<file path="config.mk">
export PLATFORM = sky130hd
export DESIGN_NAME = ram_sp_init
export DESIGN_NICKNAME = d
export VERILOG_FILES = /design/src/rtl/ram_sp_init_pkg.sv /design/src/rtl/ram_sp_init_array.sv /design/src/rtl/ram_sp_init.sv
export SDC_FILE = /design/constraint.sdc
export NUM_CORES = 1
export LEC_CHECK = 0
export CAP_MARGIN = 20
export CORE_MARGIN = 3
export CORE_UTILIZATION = 55
export DETAILED_ROUTE_END_ITERATION = 8
export GPL_TIMING_DRIVEN = 0
export PLACE_DENSITY = 0.73
export SYNTH_ARGS = -nofsm -noshare
export SYNTH_HDL_FRONTEND = slang
export SYNTH_SLANG_ARGS = --single-unit
</file>
<file path="constraint.sdc">
create_clock -name clk -period 2.9 [get_ports clk]
set_input_delay 0.58 -clock clk [delete_from_list [all_inputs] [get_ports clk]]
set_output_delay 0.58 -clock clk [all_outputs]
set_load 0.05 [all_outputs]
</file>
<file path="src/rtl/ram_sp_init_pkg.sv">
// Shared definitions for the initialised single-port RAM: controller state
// encoding and a ceiling-log2 helper for derived widths.
package ram_pkg;

    typedef enum logic {
        S_FILL = 1'b0,
        S_IDLE = 1'b1
    } state_e;

    function automatic int unsigned clog2(input int unsigned value);
        int unsigned result;
        result = 0;
        for (int unsigned i = 0; i < 32; i++) begin
            if ((64'(1) << i) < 64'(value)) begin
                result = i + 1;
            end
        end
        return result;
    endfunction

endpackage

</file>
<file path="src/rtl/ram_sp_init_array.sv">
// DEPTH x DATA_W storage with one synchronous write port and one registered,
// read-first read port sharing a single address.
module ram_array #(
    parameter int unsigned DATA_W = 8,
    parameter int unsigned ADDR_W = 3
) (
    input  logic              clk,
    input  logic              rst_n,
    input  logic              we,
    input  logic              re,
    input  logic [ADDR_W-1:0] addr,
    input  logic [DATA_W-1:0] wdata,
    output logic [DATA_W-1:0] rdata
);

    localparam int unsigned DEPTH = 2 ** ADDR_W;

    logic [DATA_W-1:0] mem_q [DEPTH];
    logic [DATA_W-1:0] rdata_d;
    logic [DATA_W-1:0] rdata_q;

    // Storage itself is never reset; the fill engine gives it defined contents.
    always_ff @(posedge clk) begin
        if (we) begin
            mem_q[addr] <= wdata;
        end
    end

    // Samples the pre-write word, so a same-cycle read and write is read-first.
    always_comb begin
        rdata_d = rdata_q;
        if (re) begin
            rdata_d = mem_q[addr];
        end
    end

    always_ff @(posedge clk) begin
        if (!rst_n) begin
            rdata_q <= '0;
        end else begin
            rdata_q <= rdata_d;
        end
    end

    assign rdata = rdata_q;

endmodule

</file>
<file path="src/rtl/ram_sp_init.sv">
// Single-port RAM with registered read and a fill engine that writes INIT_VAL
// to every word after reset or a clr request.
module ram_sp_init
    import ram_pkg::*;
#(
    parameter int unsigned        DATA_W   = 8,
    parameter int unsigned        ADDR_W   = 3,
    parameter logic [DATA_W-1:0]  INIT_VAL = '0
) (
    input  logic              clk,
    input  logic              rst_n,
    input  logic              wr,
    input  logic              rd,
    input  logic [ADDR_W-1:0] add,
    input  logic [DATA_W-1:0] data_in,
    input  logic              clr,
    output logic [DATA_W-1:0] data_out,
    output logic              rd_valid,
    output logic              busy,
    output logic              err
);

    localparam int unsigned DEPTH = 2 ** ADDR_W;
    localparam int unsigned PTR_W = clog2(DEPTH);
    localparam logic [PTR_W-1:0] PTR_LAST = PTR_W'(DEPTH - 1);

    state_e            state_d, state_q;
    logic [PTR_W-1:0]  ptr_d, ptr_q;
    logic              busy_d, busy_q;
    logic              err_d, err_q;
    logic              rd_valid_d, rd_valid_q;

    logic              mem_we;
    logic              mem_re;
    logic [ADDR_W-1:0] mem_addr;
    logic [DATA_W-1:0] mem_wdata;

    always_comb begin
        state_d    = state_q;
        ptr_d      = ptr_q;
        busy_d     = busy_q;
        err_d      = 1'b0;
        rd_valid_d = 1'b0;
        mem_we     = 1'b0;
        mem_re     = 1'b0;
        mem_addr   = add;
        mem_wdata  = data_in;

        unique case (state_q)
            S_FILL: begin
                // The pointer wraps to 0 naturally on the final fill write.
                mem_we    = 1'b1;
                mem_addr  = ADDR_W'(ptr_q);
                mem_wdata = INIT_VAL;
                ptr_d     = ptr_q + 1'b1;
                err_d     = wr | rd | clr;
                if (ptr_q == PTR_LAST) begin
                    state_d = S_IDLE;
                    busy_d  = 1'b0;
                end
            end
            S_IDLE: begin
                mem_we     = wr;
                mem_re     = rd;
                rd_valid_d = rd;
                if (clr) begin
                    state_d = S_FILL;
                    ptr_d   = '0;
                    busy_d  = 1'b1;
                end
            end
            default: begin
                state_d = S_FILL;
                ptr_d   = '0;
                busy_d  = 1'b1;
            end
        endcase
    end

    always_ff @(posedge clk) begin
        if (!rst_n) begin
            state_q    <= S_FILL;
            ptr_q      <= '0;
            busy_q     <= 1'b1;
            err_q      <= 1'b0;
            rd_valid_q <= 1'b0;
        end else begin
            state_q    <= state_d;
            ptr_q      <= ptr_d;
            busy_q     <= busy_d;
            err_q      <= err_d;
            rd_valid_q <= rd_valid_d;
        end
    end

    ram_array #(
        .DATA_W (DATA_W),
        .ADDR_W (ADDR_W)
    ) u_array (
        .clk   (clk),
        .rst_n (rst_n),
        .we    (mem_we),
        .re    (mem_re),
        .addr  (mem_addr),
        .wdata (mem_wdata),
        .rdata (data_out)
    );

    assign rd_valid = rd_valid_q;
    assign busy     = busy_q;
    assign err      = err_q;

endmodule

</file>
==> metrics <==
Syn-to-layout area delta=18.3%; mux share of post-synthesis cell area=11.4%; die width=82.0 µm; power density over cell area=628 mW/mm²; Req. time, crit path=2.86 ns; first-pass GRT wire length=9120 µm; I/O pin total=27; Reg area=0.00222 mm²; routed vias/inst=5.60; clock latency on the worst-skew pair=0.34 ns; port bufs=26; Fillers=416; Rows=27; power share of the sequential group=53.7%; Final setup viols=0; RD Place Congestion=0.724; slew margin rel.=32.5%; die area=0.00672 mm²; setup ws final=0.198 ns; DRC Markers=0; Diodes inserted=0; Sw Share=21.6%; crit-path cells=clkdlybuf4s50_1 -> nand2b_1 -> o2bb2ai_1 -> nor2b_1; fmax=370 MHz; Yosys warning count=0; Crit Path Category=primary input to register; adder-cell share of the synthesized area=0.789%; Psw=510 µW; CTS root buf=clkbuf_8; 1st-iter DRT viols=176; CP Data Arrival Time=2.66 ns; largest family of logic cells by synthesized area=multiplexers; most frequent cell after synthesis=edfxtp_1; top cells by area, synth=edfxtp_1 61%, dfxtp_1 9.5%, mux2i_1 5.0%; Netlist cell types=28; VDD IR-drop max=0.000384 V; pre-CTS setup slack=-0.186 ns; grt total ovfl=0; RSZ-0062 raised after global routing=false; Starting Density=57.3%; NumNets Final=259; H-tree Lvls=3; CTS tree=built; Synth Area in Simple Gates=6.03%; vias=1,780; pin count of the biggest net entering global routing=15; CP Capture Type=register; Post-CTS Setup Repair Bufs=0; CP peak stage delay=0.77 ns; Sink Count=79; family with the most delay on the worst path=simple AND/OR/NAND/NOR gates; area share of xor/xnor cells in the synthesized design=0%; Final Skew=0.0121 ns; area taken by multi-input logic gates=872 µm²; clock share of power=38.5%; area of the core=0.00554 mm²; count of flip-flops with a built-in enable after synthesis=64; worst path buffer plus inverter count=1; clk buf depth=2; flop and latch count out of synthesis=79; cts bufs inserted=9; worst-path maximum fanout=10; DPL Wire Length=3920 µm; Post-Syn Nets=222; Slew Viols, Final=0; cts-stage hold buffer count=0; Comb power frac=7.9%; vias in the first global route=1,802; Lkg Pwr=0.00142 µW; top-area cell type share of the netlist area=60.6%; Seq/Total Area, Yosys=70.0%; Clock transition at path regs=0.07 ns; cell count after synthesis=204; antenna-violating nets left=0; share of cells above drive strength 1=13.4%; Most used DFF post-synth=edfxtp_1; Cell Area, Synth=0.00317 mm²; Synth area leader=edfxtp_1; run status=finished, final reports clean; Period minus WS final=2.70 ns; Hold Vio Cnt, Final=0; wire per inst=18.6 µm; critical path's slowest cell=nor2b_1; CP Launch Type=primary input; Worst-Margin Slew=1.01 ns; Pint=1850 µW; GRT Util Overall=19.4%; final cycle utilization of the critical path=93.2%; average size of a mapped cell=15.6 µm²; hold crit path type=register to register; CTS-repair resized insts=0; initial antenna violation count=0; die height=82.0 µm; Max Cap Viol=0; Async S/R FF share, synth=0%; synth cell count leaders=64 x edfxtp_1, 16 x mux2i_1, 15 x dfxtp_1, 12 x mux2_2, 11 x and2_1; DR pass1 iterations=4; Final Core Density=67.8%; WL final=5920 µm; Synth Area in Compound Gates=9.23%
[power groups by stage]
stage	sequential (µW)	clock, µW	combinational, µW
CTS	1270	916	189
detailed placement	1290	0	189
finish	1270	907	186
floorplan	1290	0	116
global placement	1290	0	187
global route	1270	976	202
[worst paths after layout]
check                      from  cells past startpoint  slack [ns]                             to
min           busy$_SDFFE_PN1P_                      2        0.56              busy$_SDFFE_PN1P_
max                      add[1]                      4        0.20  u_array.mem_q[1][6]$_DFFE_PP_
max reg2reg  state_q$_SDFF_PN0_                      4        0.52  u_array.mem_q[1][6]$_DFFE_PP_
min reg2reg   busy$_SDFFE_PN1P_                      2        0.56              busy$_SDFFE_PN1P_
[area by class of cell]
cell class | count | area share, %
sequential | 79 | 59.2
multi-input combinational | 112 | 23.2
timing repair buffer | 26 | 6.93
clock buffer | 10 | 3.67
clock inverter | 6 | 2.50
tap | 72 | 2.40
buffer | 9 | 1.70
inverter | 4 | 0.400
[state kept, by name, summed over array words and instances (netlist names)]
signal         flops
ptr_q              3
err                1
u_array.mem_q     64
rd_valid           1
busy               1
state_q            1
u_array.rdata      8
[cell usage in the layout (no fill, tap or decap), types with 7 or more instances in the layout]
cell type,instances
a31oi_1,8
edfxtp_1,64
nor2b_1,7
o22a_1,8
nor2_1,7
and2_1,11
mux2i_1,16
dfxtp_1,15
clkdlybuf4s50_1,26
mux2_2,12
clkbuf_8,10
a22oi_1,8
o21ai_0,9
[cell families (layout without fill, tap and decap cells)]
kind of cell,Yosys count,after routing
fa+ha+maj,2,2
compound gates,42,42
mux,33,33
buf+inv,13,55
simple gates,35,35
flops,79,79
[stage by stage]
| step | TNS, ns | cells | instance area, µm² | hold slack, ns | total power (µW) |
|---|---|---|---|---|---|
| after floorplan | 0 | 204 | 3170 | 0.547 | 1410 |
| after global placement | -3.14 | 302 | 3520 | 0.505 | 1480 |
| after detailed placement | -4.48 | 302 | 3520 | 0.544 | 1480 |
| after CTS | 0 | 318 | 3750 | 0.560 | 2370 |
| after global routing | 0 | 318 | 3750 | 0.577 | 2450 |
| final | 0 | 318 | 3750 | 0.558 | 2360 |
[per-layer routing]
| layer | track usage, % | vias to the layer above | routed length [µm] |
|---|---|---|---|
| met5 | 0 | - | 0 |
| met4 | 7.31 | 0 | 70 |
| met3 | 4.71 | 6 | 294 |
| met2 | 33.4 | 51 | 2980 |
| met1 | 23.6 | 864 | 2580 |
| li1 | - | 859 | - |
[worst reg2reg max path: stages, from the launching register on]
cell,delay [ns]
dfxtp_1,0.33
buf_6,0.14
nand2b_1,0.08
o2bb2ai_1,0.69
nor2b_1,0.77
Power figures use the tool's default switching activity.
